[config.mk]
export PLATFORM = sky130hd
export DESIGN_NAME = led_seq_gen_flat
export DESIGN_NICKNAME = d
export VERILOG_FILES = /design/src/rtl/led_seq_gen_pkg.sv /design/src/rtl/led_seq_gen_if.sv /design/src/rtl/led_seq_gen_tick.sv /design/src/rtl/led_seq_gen.sv /design/src/flat_wrapper.sv
export SDC_FILE = /design/constraint.sdc
export NUM_CORES = 1
export LEC_CHECK = 0
export CAP_MARGIN = 10
export CORE_MARGIN = 2
export CORE_UTILIZATION = 50
export CTS_CLUSTER_DIAMETER = 50
export DETAILED_ROUTE_END_ITERATION = 6
export GPL_TIMING_DRIVEN = 0
export PLACE_DENSITY = 0.69
export SETUP_SLACK_MARGIN = 0.2
export SYNTH_ARGS = -nofsm -noshare
export SYNTH_HDL_FRONTEND = slang
export SYNTH_SLANG_ARGS = --single-unit
[constraint.sdc]
create_clock -name mclk -period 3.4 [get_ports mclk]
set_clock_uncertainty 0.2 [all_clocks]
set_input_delay 0.68 -clock mclk [delete_from_list [all_inputs] [get_ports mclk]]
set_output_delay 0.68 -clock mclk [all_outputs]
set_load 0.01 [all_outputs]
[src/rtl/led_seq_gen_pkg.sv]
// -----------------------------------------------------------------------------
// led_seq_pkg
// Shared types and pattern helpers for the LED pattern sequencer.
//   mode_e    : 2-bit pattern mode (FILL / CHASE / CONVERGE / BLINK)
//   mode_len  : number of steps in a mode's pattern for a given LED count
//   pattern   : LED vector for (mode, step, dir, LED count), LSB-aligned in a
//               MAX_LED_W-wide word; callers size-cast to their LED width.
// Build option: LED_ACTIVE_LOW_EN (handled in led_seq_gen, not here).
// -----------------------------------------------------------------------------
package led_seq_pkg;

  // Widest LED bank the pattern helper can describe.
  localparam int MAX_LED_W = 64;

  typedef enum logic [1:0] {
    MODE_FILL     = 2'd0,
    MODE_CHASE    = 2'd1,
    MODE_CONVERGE = 2'd2,
    MODE_BLINK    = 2'd3
  } mode_e;

  // Pattern length (steps before wrapping) of each mode.
  function automatic int mode_len(input mode_e mode, input int led_w);
    int len;
    case (mode)
      MODE_FILL:     len = led_w + 1;
      MODE_CHASE:    len = led_w;
      MODE_CONVERGE: len = (led_w / 2) + 1;
      MODE_BLINK:    len = 2;
      default:       len = 2;
    endcase
    return len;
  endfunction

  // LED vector for one step; bits at and above led_w are always zero.
  function automatic logic [MAX_LED_W-1:0] pattern(input mode_e mode,
                                                   input int    step,
                                                   input logic  dir,
                                                   input int    led_w);
    logic [MAX_LED_W-1:0] pat;
    pat = {MAX_LED_W{1'b0}};
    for (int i = 0; i < MAX_LED_W; i++) begin
      if (i < led_w) begin
        case (mode)
          MODE_FILL:     pat[i] = (i >= led_w - step);
          MODE_CHASE:    pat[i] = dir ? (i == led_w - 1 - step) : (i == step);
          MODE_CONVERGE: pat[i] = (i < step) || (i >= led_w - step);
          MODE_BLINK:    pat[i] = (step == 0);
          default:       pat[i] = 1'b0;
        endcase
      end else begin
        pat[i] = 1'b0;
      end
    end
    return pat;
  endfunction

endpackage

[src/rtl/led_seq_gen_if.sv]
// -----------------------------------------------------------------------------
// led_seq_gen_if
// Control/status bundle between the board switches/buttons and the sequencer.
//   mode_i  : requested mode           auto_i : auto-advance mode on wrap
//   pause_i : freeze the sequencer     dir_i  : CHASE direction
//   led     : LED drive                tick_o : step-enable pulse
//   wrap_o  : pattern wrap pulse       mode_o : active mode
// master = controller side (drives requests), slave = sequencer side.
// -----------------------------------------------------------------------------
interface led_seq_gen_if #(
  parameter int LED_W = 8
);
  logic [1:0]       mode_i;
  logic             auto_i;
  logic             pause_i;
  logic             dir_i;
  logic [LED_W-1:0] led;
  logic             tick_o;
  logic             wrap_o;
  logic [1:0]       mode_o;

  modport master (
    output mode_i, auto_i, pause_i, dir_i,
    input  led, tick_o, wrap_o, mode_o
  );

  modport slave (
    input  mode_i, auto_i, pause_i, dir_i,
    output led, tick_o, wrap_o, mode_o
  );
endinterface

[src/rtl/led_seq_gen_tick.sv]
// -----------------------------------------------------------------------------
// led_seq_tick
// Step prescaler: counts 0..TICK_DIV-1 and wraps; o_tick marks the last count
// of each period. While i_pause is high the count holds and o_tick is low, so
// the remainder of a period completes exactly after release.
//   i_clk   : clock               i_rst_n : synchronous active-low reset
//   i_pause : freeze the count    o_tick  : step enable (one cycle per period)
// Parameters: TICK_DIV (cycles per step, >=1), CNT_W (2**CNT_W >= TICK_DIV).
// -----------------------------------------------------------------------------
module led_seq_tick #(
  parameter int TICK_DIV = 8388608,
  parameter int CNT_W    = 24
) (
  input  logic i_clk,
  input  logic i_rst_n,
  input  logic i_pause,
  output logic o_tick
);

  logic [CNT_W-1:0] r_cnt;
  logic             w_last;

  assign w_last = (r_cnt == CNT_W'(TICK_DIV - 1));
  // Gated by pause directly so a paused cycle can never produce a step.
  assign o_tick = w_last & ~i_pause;

  // Prescaler counter: hold on pause, wrap after the last count.
  always_ff @(posedge i_clk) begin
    if (!i_rst_n) begin
      r_cnt <= {CNT_W{1'b0}};
    end else if (i_pause) begin
      r_cnt <= r_cnt;
    end else if (w_last) begin
      r_cnt <= {CNT_W{1'b0}};
    end else begin
      r_cnt <= r_cnt + CNT_W'(1);
    end
  end

endmodule

[src/rtl/led_seq_gen.sv]
// -----------------------------------------------------------------------------
// led_seq_gen
// Parametrised LED pattern sequencer. A prescaler tick advances a step counter
// through the active mode's pattern; the LED register loads the pattern of the
// next step on the same edge. Mode requests (or auto-advance) are taken only
// when a pattern wraps, so patterns are never cut short.
//   mclk  : system clock          rst_n : synchronous active-low reset
//   bus   : led_seq_gen_if.slave (mode_i, auto_i, pause_i, dir_i in;
//           led, tick_o, wrap_o, mode_o out)
// Parameters: LED_W (even, >=2), TICK_DIV (>=1), CNT_W (2**CNT_W >= TICK_DIV).
// Build option: define LED_ACTIVE_LOW_EN to drive led inverted (reset = ones).
// -----------------------------------------------------------------------------
module led_seq_gen
  import led_seq_pkg::*;
#(
  parameter int LED_W    = 8,
  parameter int TICK_DIV = 8388608,
  parameter int CNT_W    = 24
) (
  input logic          mclk,
  input logic          rst_n,
  led_seq_gen_if.slave bus
);

  localparam int STEP_W = $clog2(LED_W + 1);

  // XOR mask applied to every pattern written to the LED register.
`ifdef LED_ACTIVE_LOW_EN
  localparam logic [LED_W-1:0] LED_POL = {LED_W{1'b1}};
`else
  localparam logic [LED_W-1:0] LED_POL = {LED_W{1'b0}};
`endif

  logic              w_tick;
  logic [STEP_W-1:0] r_step;
  mode_e             r_mode;
  logic [LED_W-1:0]  r_led;
  logic [STEP_W-1:0] w_last_step;
  logic              w_at_last;
  logic [STEP_W-1:0] w_step_nxt;
  mode_e             w_mode_nxt;
  logic [LED_W-1:0]  w_pat;

  led_seq_tick #(
    .TICK_DIV (TICK_DIV),
    .CNT_W    (CNT_W)
  ) u_tick (
    .i_clk   (mclk),
    .i_rst_n (rst_n),
    .i_pause (bus.pause_i),
    .o_tick  (w_tick)
  );

  // Next step/mode and the pattern they select; only consumed on a tick.
  always_comb begin
    w_last_step = STEP_W'(mode_len(r_mode, LED_W) - 1);
    w_at_last   = (r_step == w_last_step);
    w_step_nxt  = r_step;
    w_mode_nxt  = r_mode;
    if (w_at_last) begin
      w_step_nxt = {STEP_W{1'b0}};
      if (bus.auto_i) begin
        w_mode_nxt = mode_e'(r_mode + 2'd1);
      end else begin
        w_mode_nxt = mode_e'(bus.mode_i);
      end
    end else begin
      w_step_nxt = r_step + STEP_W'(1);
      w_mode_nxt = r_mode;
    end
    // Pattern from next mode/step so led never shows a stale step.
    w_pat = LED_W'(pattern(w_mode_nxt, int'(w_step_nxt), bus.dir_i, LED_W));
  end

  // Step, mode and LED registers advance together on each tick.
  always_ff @(posedge mclk) begin
    if (!rst_n) begin
      r_step <= {STEP_W{1'b0}};
      r_mode <= MODE_FILL;
      r_led  <= LED_POL;
    end else if (w_tick) begin
      r_step <= w_step_nxt;
      r_mode <= w_mode_nxt;
      r_led  <= w_pat ^ LED_POL;
    end else begin
      r_step <= r_step;
      r_mode <= r_mode;
      r_led  <= r_led;
    end
  end

  assign bus.led    = r_led;
  assign bus.tick_o = w_tick;
  assign bus.wrap_o = w_tick & w_at_last;
  assign bus.mode_o = r_mode;

endmodule

[src/flat_wrapper.sv]
// flat-port wrapper written by rule: the top's interface ports become plain ports
module led_seq_gen_flat import led_seq_pkg::*;
#(
  parameter int LED_W    = 8,
  parameter int TICK_DIV = 8388608,
  parameter int CNT_W    = 24
)
  (mclk, rst_n, bus_mode_i, bus_auto_i, bus_pause_i, bus_dir_i, bus_led, bus_tick_o, bus_wrap_o, bus_mode_o);
  led_seq_gen_if #(.LED_W(LED_W)) bus_i ();
  input logic mclk;
  input logic rst_n;
  input wire logic [$bits(bus_i.mode_i)-1:0] bus_mode_i;
  input wire logic [$bits(bus_i.auto_i)-1:0] bus_auto_i;
  input wire logic [$bits(bus_i.pause_i)-1:0] bus_pause_i;
  input wire logic [$bits(bus_i.dir_i)-1:0] bus_dir_i;
  output wire logic [$bits(bus_i.led)-1:0] bus_led;
  output wire logic [$bits(bus_i.tick_o)-1:0] bus_tick_o;
  output wire logic [$bits(bus_i.wrap_o)-1:0] bus_wrap_o;
  output wire logic [$bits(bus_i.mode_o)-1:0] bus_mode_o;
  assign bus_i.mode_i = bus_mode_i;
  assign bus_i.auto_i = bus_auto_i;
  assign bus_i.pause_i = bus_pause_i;
  assign bus_i.dir_i = bus_dir_i;
  assign bus_led = bus_i.led;
  assign bus_tick_o = bus_i.tick_o;
  assign bus_wrap_o = bus_i.wrap_o;
  assign bus_mode_o = bus_i.mode_o;
  led_seq_gen #(.LED_W(LED_W), .TICK_DIV(TICK_DIV), .CNT_W(CNT_W)) u_core (.mclk(mclk), .rst_n(rst_n), .bus(bus_i));
endmodule
==> results of run 1 <==
## cells in the mapped netlist, types with 2 or more instances
cell type and instances:
nor2_1 44, nand2_1 39, dfxtp_1 38, o21ai_0 18, xor2_1 16, clkbuf_1 14, nand3_1 12, xnor2_1 12
ha_1 11, inv_1 11, a21oi_1 9, nor3_1 9, nand2b_1 8, nand4_1 8, nor2b_1 7, and2_1 6
or3_1 5, a22oi_1 4, a31oi_1 4, a21boi_0 3, a21o_1 3, and3_1 3, and4_1 3, mux2i_1 3
o211ai_1 3, or2_2 3, a21oi_2 2, a41oi_1 2, buf_2 2, buf_6 2, mux2_2 2, nand3b_1 2
nor4_1 2, o2111a_1 2, o22ai_1 2
## worst paths after layout
kind	start	to	slack (ps)	depth (start not counted)
setup / recovery	u_core.bus.mode_o[0]	u_core.bus.led[3]	30	16
hold / removal	u_core.bus.led[4]	u_core.bus.led[4]	280	2
setup reg to reg	u_core.bus.mode_o[0]	u_core.bus.led[3]	30	16
hold reg to reg	u_core.bus.led[4]	u_core.bus.led[4]	280	2
## per-stage QoR
| step | total power (uW) | hold WS [ps] | setup TNS [ps] | std cells | area (um2) |
|---|---|---|---|---|---|
| after floorplan | 475 | 254 | 0 | 342 | 2750 |
| after global placement | 487 | 255 | -1560 | 429 | 3010 |
| after detailed placement | 488 | 252 | -1630 | 429 | 3010 |
| after CTS | 829 | 273 | 0 | 458 | 3390 |
| after global routing | 852 | 303 | -299 | 467 | 3560 |
| final | 822 | 279 | 0 | 467 | 3560 |
## layout by cell type, fill, tap and decap left out, types with 4 or more instances in the layout
cell type / instances
a21oi_1: 7
a22oi_1: 4
a31oi_1: 4
and2_1: 6
buf_4: 25
buf_6: 5
clkbuf_1: 10
clkbuf_8: 5
clkdlybuf4s50_1: 15
dfxtp_1: 29
dfxtp_2: 7
ha_1: 6
inv_1: 8
nand2_1: 38
nand2b_1: 6
nand3_1: 12
nand4_1: 8
nor2_1: 44
nor2b_1: 7
nor3_1: 8
o21ai_0: 17
or3_1: 5
xnor2_1: 11
xor2_1: 13
## sequential cells by signal (all words and copies together) (netlist names)
name	cells
u_core.u_tick.r_cnt	24
u_core.r_step	4
u_core.bus.mode_o	2
u_core.bus.led	8
## kinds of logic (layout without fill, tap and decap cells)
kind of cell | count (synthesis) | after routing | synth area share (%)
multiplexers | 5 | 5 | 1.98
adder cells (fa/ha/maj) | 11 | 11 | 5.18
flip-flops | 38 | 38 | 28.6
AO/OA/AOI/OAI | 73 | 73 | 20.7
buffers and inverters | 30 | 85 | 5.04
AND/OR/NAND/NOR | 157 | 157 | 29.3
XOR/XNOR | 28 | 28 | 9.23
## layout make-up
| type | count | share of cell area [%] |
|---|---|---|
| Sequential cell | 38 | 21.8 |
| Timing Repair Buffer | 47 | 12.3 |
| Tap cell | 70 | 2.46 |
| Inverter | 11 | 1.37 |
| Buffer | 19 | 3.48 |
| Clock inverter | 2 | 0.281 |
| Multi-Input combinational cell | 274 | 55.6 |
| Clock buffer | 6 | 2.63 |
## where the power goes
part	leakage, uW	internal (uW)	total (uW)	switching, uW
clock	0.0000561	186	344	158
sequential	0.000312	445	446	1.62
combinational	0.000955	13.1	31.1	17.9
## tightest hold or removal path, delay by kind of cell, from the launching register on
family	cells	cell delay [ps]
AO/OA/AOI/OAI	1	50
AND/OR/NAND/NOR	1	70
flip-flops	1	310
## what timing repair did
action                                  CTS  global route
endpoints found under the setup margin   10            10
pin swaps                                18            19
buffers inserted                         21             9
resized for setup                        27            24
hold buffers                              0             0
## per-layer routing
metal | vias up | wire length [um] | global-route usage [%]
li1 | 1314 | - | -
met1 | 1285 | 3440 | 35.0
met2 | 88 | 3550 | 40.4
met3 | 16 | 408 | 4.47
met4 | 0 | 152 | 8.18
met5 | - | 0 | 0
==> results.md, run 1 <==
Die:
- For this configuration, the core starts out at a cell density of 52.0%.
- In this run the vertical extent of the chip is 76.9 um.
- After floorplanning, the core was divided into 26 placement rows.
- The total area inside the core boundary comes to 5110 um2.
- In this run the horizontal extent of the chip is 76.9 um.
- The overall die area is 5910 um2.
- The number of placed I/O pins is 19.

Setup path:
- The element type at the critical path start is a register.
- Along the worst path, the maximum fanout reaches 3.
- The most prevalent standard cell on the critical path is buf_8.
- STA puts the critical path data arrival time at 3400 ps.
- STA puts the critical path data required time at 3430 ps.
- By startpoint and endpoint, the worst setup path is classified as register to register.
- The kind of cell adding the most delay to the critical path is compound AO/OA/AOI/OAI gates.
- The worst setup path is captured at a register.
- Traced cell by cell, the critical path runs through buf_8, ha_2, xor2_2, a2111oi_4, buf_6, buf_8, or2_4, ha_4, clkbuf_16, nand2_4, o21ai_2, a222oi_1, inv_1, a21o_1, a221oi_2, o21a_1.
- The total buffers and inverters traversed by the critical path is 5.
- The largest individual stage delay along the critical path comes from the cell a222oi_1.
- For this run, the slowest stage of the critical path takes 550 ps.

Place:
- Once detailed placement completed, the half-perimeter wirelength came to 4810 um.
- The count of input and output buffers is 17.
- The congestion estimate from routability-driven global placement came to 0.891.
- Before CTS, the worst setup slack after placement is -509 ps.

GRT:
- The wire length of the first global-routing pass is 12100 um.
- Global routing used 25.4% of the available tracks.
- Entering global routing, the biggest net connects 13 pins.
- Global routing finished with a remaining overflow of 0.
- The initial antenna violation count came to 0.
- The via count of the first global-routing pass is 2569.

CTS:
- The clock passes through at most 2 buffers.
- The CTS sink count is 38.
- The tree is rooted in a clkbuf_8.
- TritonCTS built the clock tree.
- The number of clock buffers inserted by TritonCTS is 5.
- Clock latency on the worst-skew pair, taken at its later pin, is 290 ps.
- The clock transition at the register clock pins on the worst setup and hold paths after CTS is 70 ps.
- CTS built an H-tree with a depth of 2.

Timing:
- For this run, the top clock speed supported by timing is 0.297 GHz.
- The total setup violations reported at the end of the flow is 0.
- For the pin with the worst max-slew slack, the measured transition is 1090 ps.
- The number of pins exceeding their max-slew limit in the final report is 0.
- The post-layout minimum cycle time is 3370 ps.
- Of the available clock period, the critical path in the final layout requires 99.1%.
- The final hold violation count is 0.
- Setup repair after global routing could not meet its margin everywhere.
- The worst path meets setup with 29.8 ps of slack.
- The worst max-slew margin expressed relative to the limit is 26.6%.

Layout:
- Summing all flip-flop and latch instances after layout gives 777 um2.
- Cells fill 69.7% of the core in the end.
- The count of fill cells added during filler insertion is 415.
- 0 antenna diodes ended up in the layout.
- Compared with the post-synthesis result, the final layout area differs by 34.0%.
- For this run, the post-layout net count is 414.
- The area occupied by multi-input gates is 1980 um2.
- The post-route netlist has 24.9% of its cells at a drive strength greater than 1.

Synthesis:
- The number of nets in the synthesized netlist is 360.
- In this run the cell area of the synthesized design comes to 2660 um2.
- Counting flops with a built-in enable in the synthesized netlist gives 0.
- The cell accounting for the most synthesized area is dfxtp_1.
- The number of warnings reported in the yosys synthesis log is 0.
- The fraction of registers with async set/reset is 0%.
- Sorting the synthesized cells by area gives the leading types as dfxtp_1 29%, nor2_1 6.2%, nand2_1 5.5%, xor2_1 5.3%, ha_1 5.2%.
- The unique cell type count in the Yosys netlist is 63.
- Summing the sequential cell areas from Yosys gives 28.6% of the chip area.
- In this run the biggest area consumer among cell types represents 28.6% of the synthesized area.
- The synthesized netlist cell count is 342.
- The flop and latch count out of synthesis is 38.
- The leading register cell type out of synthesis is dfxtp_1.
- Dividing the synthesized area by the synthesized cell count gives 7.77 um2.

Drt:
- The final layout contains routed wiring with a total length of 7550 um.
- After detailed routing, the average wire length per cell comes to 16.2 um.
- In this run the remaining antenna-violating nets after routing total 0.
- In this run, the number of DRC markers left after iteration 0 of detailed routing was 176.
- The first detailed-routing pass took 5 iterations.
- Across all layers, the routed design uses 2703 vias.
- Using the TritonRoute via totals, the vias-per-cell ratio works out to 5.79.
- The post-detailed-route DRC marker count is 0.

Hold path:
- The worst hold-check path type is register to register.

Pwr:
- The static leakage is 0.00132 uW.
- The power density over the cells is 231 nW/um2.
- The maximum vdd ir drop is 0.241 mV.

Run:
- The tool flagged a number of max-cap violations equal to 0.

Run status:
- The run finished with clean final reports.
No activity file was read; power rests on OpenSTA's default activity.
==> run 2, diff against run 1 <==
- CORE_UTILIZATION: 50 -> 53
- PLACE_DENSITY: 0.69 -> 0.73
==> run 2 against run 1 <==
Against the previous run: fmax grew 0.63%; worst hold slack lost 12 ps; clock power shrank 16%; power shrank 6.6%; design area shrank 2.2%; combinational power is essentially flat; cell count shrank 1.1%.
==> results.md, run 2 (synthesis results as in run 1) <==
Die:
- The number of placed I/O pins was 19 (unchanged).
- The initial cell density of the core is 55.5% (was 52.0%).
- The overall die area is 5600 um2 (was 5910 um2).
- The placement row count is 25 (was 26).
- The overall die width is 74.8 um (was 76.9 um).
- The height of the die is 74.8 um (was 76.9 um).
- The core area is 4790 um2 (was 5110 um2).

Drt:
- The wire length per cell is 16.4 um (was 16.2 um).
- The vias after detailed routing is 2750 (was 2703).
- The via count normalized by instance count was 5.95 (was 5.79).
- The starting DRC count in detailed routing was 233 (was 176).
- The number of iterations in the first detailed-routing pass is 5 (unchanged).
- The number of nets with antenna violations after routing is 0 (unchanged).
- The aggregate routed wire length came to 7580 um (was 7550 um).
- The post-detailed-route DRC marker count came to 0 (unchanged).

Layout:
- The most common library cell in the layout ignoring fill and taps was nor2_1 (unchanged).
- The flip-flop count of the largest register, all copies and words added came to 24 (unchanged).
- The fraction of layout instances using a drive strength above 1 came to 22.5% (was 24.9%).
- Highest-count cells in the layout ignoring fill and taps: 44 x nor2_1, 38 x nand2_1, 32 x dfxtp_1 (was 44 x nor2_1, 38 x nand2_1, 29 x dfxtp_1).
- The area occupied by multi-input gates was 1950 um2 (was 1980 um2).
- The count of fill cells added during filler insertion was 381 (was 415).
- The share of the core filled with cells is 72.8% (was 69.7%).
- The area added between synthesis and finish was 31.1% (was 34.0%).
- The register area is 773 um2 (was 777 um2).
- The number of inserted diodes is 0 (unchanged).
- The register with the most flip-flops is u_core.u_tick.r_cnt (unchanged).
- The final net count is 413 (was 414).

GRT:
- The most congested layer reported by global routing is met2 (unchanged).
- The largest net degree at the start of global routing is 12 (was 13).
- The via count of the first global-routing pass was 2377 (was 2569).
- The initial antenna violation count was 0 (unchanged).
- The routing usage on met3 is 4.69% (was 4.47%).
- The overall fraction of global-route tracks in use is 27.1% (was 25.4%).
- The wire length of the first global-routing pass was 11500 um (was 12100 um).
- The met2 track demand over resource is 42.0% (was 40.4%).
- The routing usage on met1 is 38.2% (was 35.0%).
- The global-route congestion overflow total is 0 (unchanged).

Run:
- The max-cap check violation count came to 0 (unchanged).

Setup path:
- The element type at the critical path start is a register (unchanged).
- The data arrival time of the worst path came to 3310 ps (was 3400 ps).
- The endpoint required time on the critical path is 3360 ps (was 3430 ps).
- The minimum setup slack among reg-to-reg paths was 50 ps (was 30 ps).
- The end of the critical path is u_core.bus.led[1] (was u_core.bus.led[3]).
- The capturing point of the worst reg2reg path is u_core.bus.led[1] (was u_core.bus.led[3]).
- The type of the worst setup path is register to register (unchanged).
- The number of cells on the worst reg-to-reg path is 16 (unchanged).
- The source of the worst register-to-register timing path is u_core.bus.mode_o[0] (unchanged).
- The startpoint of the worst setup timing path is u_core.bus.mode_o[0] (unchanged).
- The kind of capture point of the worst setup path is a register (unchanged).
- The critical-path maximum fanout is 4 (was 3).

Timing:
- The number of pins exceeding their max-slew limit in the final report is 0 (unchanged).
- The final hold violation count is 0 (unchanged).
- The worst max-slew margin expressed relative to the limit was 23.5% (was 26.6%).
- The final cycle utilization of the critical path was 98.5% (was 99.1%).
- The transition time at the pin with the least slew margin was 1140 ps (was 1090 ps).
- Setup repair after global routing missed its margin: true (unchanged).
- The worst-case hold slack is 267 ps (was 279 ps).
- The fmax is 0.299 GHz (was 0.297 GHz).
- The post-layout minimum cycle time came to 3350 ps (was 3370 ps).
- The total setup violations reported at the end of the flow was 0 (unchanged).

CTS:
- The number of H-tree levels came to 2 (unchanged).
- The clock transition at the register clock pins on the worst setup and hold paths after CTS is 70 ps (about the same).
- The deepest clock path buffer count is 2 (unchanged).
- The clock tree root driver cell is clkbuf_8 (unchanged).
- The clock latency of the later-clocked register in the worst-skew pair is 290 ps (about the same).
- The CTS sink count is 38 (unchanged).
- The TritonCTS clock tree is done (unchanged).
- The number of clock buffers inserted by TritonCTS is 5 (unchanged).

Pwr:
- The relative contribution of sequential cells to total power is 58.2% (was 54.3%).
- The share of total power in combinational logic is 4.1% (was 3.8%).
- The maximum vdd ir drop is 0.258 mV (was 0.241 mV).
- The portion of total power attributed to the clock network is 37.8% (was 41.9%).
- The total net switching power is 172 uW (was 178 uW).
- The total internal power came to 595 uW (was 644 uW).
- The power density over the cells is 220 nW/um2 (was 231 nW/um2).
- The switching power as a share of total power is 22.5% (was 21.6%).
- The static leakage came to 0.00129 uW (was 0.00132 uW).

Place:
- The final estimated routing congestion in global placement was 0.867 (was 0.891).
- The detailed placement HPWL is 4780 um (was 4810 um).
- The count of input and output buffers is 17 (unchanged).

Run status:
- Result of the run: completed (unchanged).

Hold path:
- The worst hold-check path type is register to register (unchanged).
-- run 2: timing repair --
action / in CTS / in global routing
pin swaps: 18 / 13
gates resized for setup: 26 / 19
buffers inserted: 19 / 10
hold buffers: 0 / 0
endpoints found under the setup margin: 10 / 10
-- run 2: metal layers --
metal	routed length, um	up-vias
met5	0	-
met4	167	0
met3	461	18
met2	3500	101
met1	3450	1322
li1	-	1309
-- run 2: area by class of cell --
type / count / area share [%]
multi-input cells: 274 / 55.9
well taps: 67 / 2.41
clock inverters: 2 / 0.287
inverters: 11 / 1.40
clock buffers: 5 / 1.97
flip-flops and latches: 38 / 22.2
plain buffers: 19 / 3.55
repair buffers: 46 / 12.3
-- run 2: worst min-delay path by stage --
stage               slack [ps]                 endpoint  cells past startpoint               startpoint
floorplan                  250  u_core.u_tick.r_cnt[20]                      2  u_core.u_tick.r_cnt[20]
global placement           250        u_core.bus.led[4]                      2        u_core.bus.led[4]
detailed placement         260        u_core.bus.led[4]                      2        u_core.bus.led[4]
CTS                        270        u_core.bus.led[4]                      2        u_core.bus.led[4]
global route               310        u_core.bus.led[4]                      2        u_core.bus.led[4]
finish                     270        u_core.bus.led[4]                      2        u_core.bus.led[4]
-- run 2: through the flow --
| stage | cells | setup TNS, ps | setup WS [ps] | instance area, um2 | total power, uW |
|---|---|---|---|---|---|
| 6_report | 462 | 0 | 50.9 | 3480 | 768 |
| 3_3_place_gp | 426 | -1560 | -471 | 3010 | 487 |
| 2_1_floorplan | 342 | 0 | 162 | 2750 | 475 |
| 4_1_cts | 452 | 0 | 94.0 | 3340 | 774 |
| 3_5_place_dp | 426 | -1780 | -500 | 3010 | 488 |
| 5_1_grt | 462 | -250 | -70.0 | 3480 | 793 |
-- run 2: power groups by stage --
stage	Sequential [uW]	Clock [uW]	Combinational (uW)
6_report	447	290	31.3
5_1_grt	447	312	34.3
4_1_cts	447	296	30.9
3_5_place_dp	457	0	31.3
3_3_place_gp	457	0	30.4
2_1_floorplan	457	0	18.0
-- run 2: critical path: stages, from the launching register on --
cell       delay, ps
dfxtp_4          400
inv_6             50
ha_4             150
or3b_4           400
a2111oi_4        410
buf_6            170
buf_6             90
nand2b_4         130
ha_4             150
clkbuf_16        130
buf_12           100
xnor2_4           70
a21oi_2          230
nor2_1            50
or3_1            310
o211ai_1         120
a31oi_1           70
==> run 3, diff against run 2 <==
- GPL_TIMING_DRIVEN: 0 -> default
- SLEW_MARGIN: default -> 10
==> run 3 against run 2 <==
Against the previous run: sequential power about the same; routed wire length shrank 11%; fmax up 5.9%; design area is 5.5% lower; count of clock-buffer cells in the layout increased by 1; via count shrank 7.9%; first-iteration DRC count is 25% lower; register-to-register slack improved by 190 ps; clock power increased by 17%; combinational power barely moved; die area stayed put; sequential share of layout area is 1.5 points higher; largest cell class unchanged; largest power group unchanged.
==> results.md, run 3 (synthesis results as in run 1) <==
GRT:
- The via count of the first global-routing pass is 2247 (was 2377).
- The overall fraction of global-route tracks in use is 25.8% (was 27.1%).
- The global-route congestion overflow total was 0 (unchanged).
- The initial antenna violation count is 0 (unchanged).
- The wire length of the first global-routing pass is 10900 um (was 11500 um).
- The largest net degree at the start of global routing was 22 (was 12).

Timing:
- The worst max-slew margin expressed relative to the limit was 49.8% (was 23.5%).
- The setup TNS after final layout is 0 ps (unchanged).
- Setup repair after global routing missed its margin: true (unchanged).
- The number of pins exceeding their max-slew limit in the final report is 0 (unchanged).
- The final cycle utilization of the critical path is 93.0% (was 98.5%).
- The final hold violation count came to 0 (unchanged).
- The fmax is 0.316 GHz (was 0.299 GHz).
- The total setup violations reported at the end of the flow is 0 (unchanged).
- The post-layout minimum cycle time is 3160 ps (was 3350 ps).
- The transition time at the pin with the least slew margin came to 747 ps (was 1140 ps).

Pwr:
- The static leakage was 0.00120 uW (was 0.00129 uW).
- The total design power was 815 uW (was 768 uW).
- The power density over the cells is 247 nW/um2 (was 220 nW/um2).
- The maximum vdd ir drop is 0.214 mV (was 0.258 mV).

Die:
- The initial cell density of the core is 55.5% (unchanged).
- The number of placed I/O pins is 19 (unchanged).
- The height of the die was 74.8 um (unchanged).
- The overall die area was 5600 um2 (unchanged).
- The core area came to 4790 um2 (unchanged).
- The overall die width is 74.8 um (unchanged).
- The placement row count is 25 (unchanged).

CTS:
- The clock transition at the register clock pins on the worst setup and hold paths after CTS is 90 ps (was 70 ps).
- The number of clock buffers inserted by TritonCTS came to 5 (unchanged).
- The deepest clock path buffer count was 2 (unchanged).
- The TritonCTS clock tree is done (unchanged).
- The clock latency of the later-clocked register in the worst-skew pair is 300 ps (was 290 ps).
- The CTS sink count came to 38 (unchanged).
- The number of H-tree levels was 2 (unchanged).
- The clock tree root driver cell is clkbuf_8 (unchanged).

Drt:
- The post-detailed-route DRC marker count is 0 (unchanged).
- The number of nets with antenna violations after routing was 0 (unchanged).
- The via count normalized by instance count is 5.73 (was 5.95).
- The vias after detailed routing was 2533 (was 2750).
- The aggregate routed wire length is 6720 um (was 7580 um).
- The starting DRC count in detailed routing is 175 (was 233).
- The number of iterations in the first detailed-routing pass was 5 (unchanged).
- The wire length per cell is 15.2 um (was 16.4 um).

Setup path:
- The data arrival time of the worst path is 3210 ps (was 3310 ps).
- The cell with the largest stage delay on the worst path was a222oi_1 (was a2111oi_4).
- The delay of the slowest cell on the worst path is 530 ps (was 410 ps).
- Cells along the critical path: inv_4, ha_4, xor2_4, a2111oi_4, buf_4, or2_4, ha_4, nand2_1, o21ai_1, a222oi_1, inv_1, a21o_1, buf_4, o211ai_1, o2111a_1 (was inv_6, ha_4, or3b_4, a2111oi_4, buf_6, buf_6, nand2b_4, ha_4, clkbuf_16, buf_12, xnor2_4, a21oi_2, nor2_1, or3_1, o211ai_1, a31oi_1).
- The kind of cell adding the most delay to the critical path is compound AO/OA/AOI/OAI gates (was simple AND/OR/NAND/NOR gates).
- The total buffers and inverters traversed by the critical path is 4 (was 5).
- The element type at the critical path start is a register (unchanged).
- The kind of capture point of the worst setup path is a register (unchanged).
- The endpoint required time on the critical path is 3450 ps (was 3360 ps).
- The type of the worst setup path is register to register (unchanged).
- The critical-path maximum fanout is 3 (was 4).

Run status:
- Result of the run: completed (unchanged).

Hold path:
- The worst hold-check path type is register to register (unchanged).

Layout:
- The area occupied by multi-input gates is 1910 um2 (was 1950 um2).
- Highest-count cells in the layout ignoring fill and taps: 44 x nor2_1, 39 x nand2_1, 29 x dfxtp_1 (was 44 x nor2_1, 38 x nand2_1, 32 x dfxtp_1).
- The area added between synthesis and finish is 24.0% (was 31.1%).
- The number of inserted diodes is 0 (unchanged).
- The count of fill cells added during filler insertion is 415 (was 381).
- The most common library cell in the layout ignoring fill and taps is nor2_1 (unchanged).
- The register area came to 779 um2 (was 773 um2).
- The fraction of layout instances using a drive strength above 1 is 20.3% (was 22.5%).
- The final net count came to 392 (was 413).
- The share of the core filled with cells is 68.8% (was 72.8%).
- The flip-flop count of the largest register, all copies and words added was 24 (unchanged).
- The register with the most flip-flops is u_core.u_tick.r_cnt (unchanged).

Run:
- The max-cap check violation count is 0 (unchanged).

Place:
- The count of input and output buffers is 18 (was 17).
- The final estimated routing congestion in global placement is 0.943 (was 0.867).
- The detailed placement HPWL is 4550 um (was 4780 um).
## run 3: path summary, 6_finish.rpt
kind                       endpoint  cells past startpoint  slack, ps                 start
hold reg to reg   u_core.bus.led[4]                      2        280     u_core.bus.led[4]
setup reg to reg  u_core.bus.led[6]                     15        240  u_core.bus.mode_o[1]
setup / recovery  u_core.bus.led[6]                     15        240  u_core.bus.mode_o[1]
hold / removal    u_core.bus.led[4]                      2        280     u_core.bus.led[4]
## run 3: final cells by class
class / count / share of cell area [%]
multi-input combinational: 274 / 58.0
timing repair buffer: 44 / 11.4
sequential: 38 / 23.7
clock inverter: 2 / 0.380
inverter: 11 / 1.48
tap: 67 / 2.54
clock buffer: 6 / 2.51
## run 3: worst min-delay path, stage by stage (launching register included)
cell and delay [ps]:
dfxtp_1 330, nand2_1 60, a21boi_1 50
## run 3: per-stage QoR
stage / setup WS, ps / hold WS, ps / instance area [um2] / std cells
4_1_cts: 197 / 282 / 3200 / 437
3_5_place_dp: 114 / 269 / 3030 / 424
2_1_floorplan: 162 / 254 / 2750 / 342
5_1_grt: 124 / 316 / 3290 / 442
3_3_place_gp: 123 / 260 / 3030 / 424
6_report: 239 / 278 / 3290 / 442
## run 3: per-layer routing
| layer | GRT usage (%) | vias up | routed length [um] |
|---|---|---|---|
| li1 | - | 1268 | - |
| met4 | 11.5 | 0 | 170 |
| met1 | 36.1 | 1166 | 2960 |
| met2 | 38.4 | 83 | 3120 |
| met5 | 0 | - | 0 |
| met3 | 5.49 | 16 | 466 |
## run 3: what timing repair did
action,4_1_cts,5_1_grt
setup buffers,5,5
endpoints found under the setup margin,5,8
pin swaps,5,11
resized for setup,8,17
hold buffers,0,0
## run 3: where the power goes
group / internal (uW) / switching [uW] / leakage, uW
clock: 163 / 174 / 0.0000472
sequential: 444 / 1.58 / 0.000312
combinational: 14.2 / 17.3 / 0.000837
